==> config.mk <==
export PLATFORM = sky130hd
export DESIGN_NAME = apb_img_writer
export DESIGN_NICKNAME = d
export VERILOG_FILES = /design/src/rtl/apb_img_writer.sv
export SDC_FILE = /design/constraint.sdc
export NUM_CORES = 1
export LEC_CHECK = 0
export ABC_CLOCK_PERIOD_IN_PS = 2000
export CORE_MARGIN = 1
export CORE_UTILIZATION = 60
export CTS_CLUSTER_SIZE = 25
export DETAILED_ROUTE_END_ITERATION = 10
export DONT_BUFFER_PORTS = 1
export GPL_TIMING_DRIVEN = 1
export HOLD_SLACK_MARGIN = 0.12
export PLACE_DENSITY = 0.79
export SYNTH_ARGS = -nofsm -noshare
export SYNTH_HDL_FRONTEND = slang
export SYNTH_SLANG_ARGS = --single-unit
==> constraint.sdc <==
create_clock -name PCLK -period 2 [get_ports PCLK]
set_input_delay 0.4 -clock PCLK [delete_from_list [all_inputs] [get_ports PCLK]]
set_output_delay 0.4 -clock PCLK [all_outputs]
set_load 0.03 [all_outputs]
==> src/rtl/apb_img_writer.sv <==
// Packs an 8-bit pixel stream into 32-bit words and writes one frame of
// NUM_WORDS words to consecutive APB addresses starting at BASE_ADDR.
module apb_img_writer #(
  parameter logic [11:0] BASE_ADDR = 12'h000,
  parameter int unsigned NUM_WORDS = 196
) (
  input  logic        PCLK,
  input  logic        PRESETN,
  input  logic        start,
  output logic        busy,
  output logic        done,
  output logic        error,
  input  logic        s_valid,
  output logic        s_ready,
  input  logic [7:0]  s_data,
  output logic        PSEL,
  output logic        PENABLE,
  output logic        PWRITE,
  output logic [11:0] PADDR,
  output logic [31:0] PWDATA,
  input  logic        PREADY,
  input  logic        PSLVERR
);

  typedef enum logic [2:0] {IDLE, PACK, SETUP, ACCESS, DONE} state_t;

  localparam logic [9:0] LAST_WORD = 10'(NUM_WORDS - 1);

  state_t     state;
  logic [9:0] word_cnt;
  logic [1:0] idx;

  // Every output is a flop, loaded on the transition into the state that owns it.
  always_ff @(posedge PCLK or negedge PRESETN) begin
    if (!PRESETN) begin
      state    <= IDLE;
      word_cnt <= '0;
      idx      <= '0;
      busy     <= 1'b0;
      done     <= 1'b0;
      error    <= 1'b0;
      s_ready  <= 1'b0;
      PSEL     <= 1'b0;
      PENABLE  <= 1'b0;
      PWRITE   <= 1'b0;
      PADDR    <= '0;
      PWDATA   <= '0;
    end else begin
      case (state)
        IDLE: begin
          if (start) begin
            state    <= PACK;
            word_cnt <= '0;
            idx      <= '0;
            error    <= 1'b0;
            busy     <= 1'b1;
            s_ready  <= 1'b1;
          end
        end
        PACK: begin
          if (s_valid) begin
            PWDATA[{idx, 3'b000} +: 8] <= s_data;
            idx <= idx + 2'd1;
            if (idx == 2'd3) begin
              state   <= SETUP;
              s_ready <= 1'b0;
              PSEL    <= 1'b1;
              PWRITE  <= 1'b1;
              PADDR   <= BASE_ADDR + {word_cnt, 2'b00};
            end
          end
        end
        SETUP: begin
          state   <= ACCESS;
          PENABLE <= 1'b1;
        end
        ACCESS: begin
          if (PREADY) begin
            if (PSLVERR) error <= 1'b1;
            PSEL    <= 1'b0;
            PENABLE <= 1'b0;
            PWRITE  <= 1'b0;
            if (word_cnt == LAST_WORD) begin
              state <= DONE;
              done  <= 1'b1;
            end else begin
              word_cnt <= word_cnt + 10'd1;
              state    <= PACK;
              s_ready  <= 1'b1;
            end
          end
        end
        DONE: begin
          state <= IDLE;
          done  <= 1'b0;
          busy  <= 1'b0;
        end
        default: begin
          state   <= IDLE;
          busy    <= 1'b0;
          done    <= 1'b0;
          s_ready <= 1'b0;
          PSEL    <= 1'b0;
          PENABLE <= 1'b0;
          PWRITE  <= 1'b0;
        end
      endcase
    end
  end

endmodule

==> results.tsv <==
stage	metric	value	unit
status	status	complete, no violations	
timing	slew_viol_final	0	
logic_synthesis	yosys-top-cells-count	dfrtp_1 (63), inv_1 (37), o21ai_0 (37)	
clocking	clkLatencyLatePin	0.34	ns
timing	worst_pin_slew	0.5552	ns
floorplanning	start_util	63.90	%
timing	hold_viol_final	0	
logic_synthesis	synth_area_per_cell	9.804	µm²
grt	grt_pass1_wl	11.01	mm
timing	fin_crit_sh	90.72	%
critical_path	cp-end-kind	flop	
grt	grt_max_degree	64	
logic_synthesis	syn_area	0.003098	mm²
timing	grt_setup_unrepaired	false	
place	port_buffers	0	
drt	drt_iter0_markers	235	
critical_path	worst-endpoint-required	2.26	ns
place	post_dp_cell_area	0.003158	mm²
final_layout	antenna_cells	0	
drt	routed_via_density	6.072	
timing	fin_ws	0.1856	ns
critical_path	cp_slowest_cell	or4b_4	
timing	clock_skew	0.009710	ns
grt	grt_use_met1	37.35	%
logic_synthesis	ys_ff_latch	63	
logic_synthesis	netlist-cell-type-count	52	
clocking	ctsResizeCount	0	
power	p_leak	1.490	nW
timing	setup_tns	0	ns
clocking	cts_tree	built	
final_layout	drive_gt1_share	15.63	%
critical_path	cp_max_fo	5	
floorplanning	fp-row-count	25	
timing	finalSetupViolations	0	
drt	routed_wirelength	6.786	mm
logic_synthesis	yosysTopAreaCell	dfrtp_1	
logic_synthesis	syn_inst	316	
grt	antenna_found_initial	0	
drt	wire_per_inst	17.53	µm
critical_path	start_kind	flop	
logic_synthesis	yosysMostFrequentCell	dfrtp_1	
timing	fmax	551.1	MHz
final_layout	nFillCells	368	
floorplanning	ios	65	
critical_path	worstPathCellList	ha_1, or4b_4, or3_4, o221ai_2	
critical_path	slowest_delay	0.52	ns
flow_run	cap_violations	0	
final_layout	design_area	0.003405	mm²
floorplanning	core-area	0.004848	mm²
timing	period_minus_slack	1.814	ns
power	powerDensity	1627	mW/mm²
final_layout	area_delta_synth_final	9.895	%
timing	hold_slack	0.2083	ns
clocking	numCtsBuffers	9	
floorplanning	die_w	73.86	µm
place	place_ws	0.2159	ns
grt	grt.busiest_layer	met2	
grt	grt_util_met2	40.67	%
drt	detail-route-antenna-nets	0	
place	dp_hpwl	4.532	mm
power	ir_worst_vdd	0.0009812	V
logic_synthesis	synthFlopType	dfrtp_1	
logic_synthesis	synth.top_cell.area_share	50.89	%
logic_synthesis	synthTopCellsByArea	dfrtp_1 (51%), nand4_1 (6.9%), o21ai_0 (6.0%), inv_1 (4.5%), mux2_2 (3.6%)	
clocking	cts_htree_levels	3	
clocking	cts_buffer_depth	2	
drt	drtPass1Iterations	4	
clocking	clk_pin_slew	0.06	ns
timing	maxSlewHeadroom	62.98	%
final_layout	fin_nets	336	
drt	drc	0	
critical_path	path_class	reg2reg	
grt	grt_util_met3	9.328	%
clocking	cts_sinks	63	
logic_synthesis	synth-edff-count	0	
floorplanning	dieArea	0.005455	mm²
grt	first_global_vias	2229	
critical_path	arrival	2.08	ns
floorplanning	dieHeight	73.86	µm
place	gp_congestion	0.8516	
drt	vias	2350	
grt	grt_use_total	27.74	%
clocking	root_buffer	clkbuf_8	
worst_hold_path	hold_path.class	in2reg	
logic_synthesis	synthArstFlopShare	100.0	%
grt	grt-ovfl-total	0	
logic_synthesis	yosysWarnings	0	
logic_synthesis	seq_area_frac_synth	50.89	%
-- area by class of cell --
| cell class | instances | area, µm² | share of cell area, % |
|---|---|---|---|
| multi-input cells | 187 | 1246 | 36.60 |
| repair buffers | 17 | 150.1 | 4.410 |
| well taps | 67 | 83.83 | 2.462 |
| flip-flops and latches | 63 | 1577 | 46.31 |
| clock buffers | 13 | 168.9 | 4.961 |
| clock inverters | 3 | 40.04 | 1.176 |
| inverters | 37 | 138.9 | 4.079 |
-- state kept, by name (all words and copies together), names as in the netlist --
register	count
idx	2
PWRITE	1
error	1
s_ready	1
PADDR	10
word_cnt	10
done	1
PWDATA	32
PENABLE	1
busy	1
state	3
-- critical path, delay by kind of cell (launching register included) --
family,cells,cell delay [ns]
compound gates,1,0.13
simple gates,2,0.93
flops,1,0.41
fa+ha+maj,1,0.27
-- power by group --
group	internal [mW]	switching [mW]	total [mW]
clock	0.674	0.475	1.15
combinational	0.633	0.911	1.54
sequential	1.72	1.13	2.85
-- logic make-up after synthesis --
group           Yosys count  share of synthesized area [%]
other cells               1                         0.1210
mux                      10                          3.635
fa+ha+maj                 7                          2.827
flops                    63                          50.89
compound gates           67                          13.73
simple gates            101                          19.79
buf+inv                  67                          9.006
-- layer usage --
metal  part of all wire (%)  vias up  wire length [µm]
met2                     46      106              3104
met1                     42     1118              2860
li1                       -     1114                 -
met3                     10       12               710
met4                    1.6        0               110
met5                      0        -                 0
-- stage by stage --
stage | total power, mW | utilization (%) | std cells
floorplan | 3.943 | - | 317
CTS | 5.561 | 70.22 | 387
global route | 5.879 | 70.22 | 387
global placement | 4.292 | 65.14 | 369
finish | 5.539 | 70.22 | 387
detailed placement | 4.357 | 65.14 | 369
-- layout by cell type, fill, tap and decap left out, types with 2 or more instances in the layout --
cell      netlist  layout
a21o_1          3       3
a21oi_1         7       7
and2_1          3       3
and3b_1         2       2
buf_4           3      15
clkbuf_8        0      12
clkinv_2        0       2
conb_1          1       2
dfrtp_1        63      63
ha_1            7       7
inv_1          37      37
mux2_2         10      10
nand2_1        13      13
nand2b_1        2       2
nand3_1        13      13
nand3b_1        2       2
nand4_1        34      34
nand4b_1        2       2
nor2_1          6       6
nor3_1          5       5
nor3b_1         3       3
o211ai_1        5       5
o21ai_0        37      37
o22ai_1         2       2
or4_1           4       4
-- final timing paths --
path | start | endpoint | slack (ns) | cells after the start
min in group asynchronous | PRESETN | PWDATA[28] | 0.59 | 2
max in group asynchronous | PRESETN | PENABLE | 1.14 | 2
setup reg to reg | word_cnt[1] | word_cnt[1] | 0.19 | 4
hold reg to reg | word_cnt[0] | word_cnt[0] | 0.57 | 2
hold / removal | start | busy | 0.21 | 2
setup / recovery | word_cnt[1] | word_cnt[1] | 0.19 | 4
-- timing repair --
action	4_1_cts	5_1_grt
hold buffers	2	0
buffers inserted	0	0
endpoints found under the setup margin	0	0
hold endpoints to repair	63	0
No activity file was read; power rests on OpenSTA's default activity.
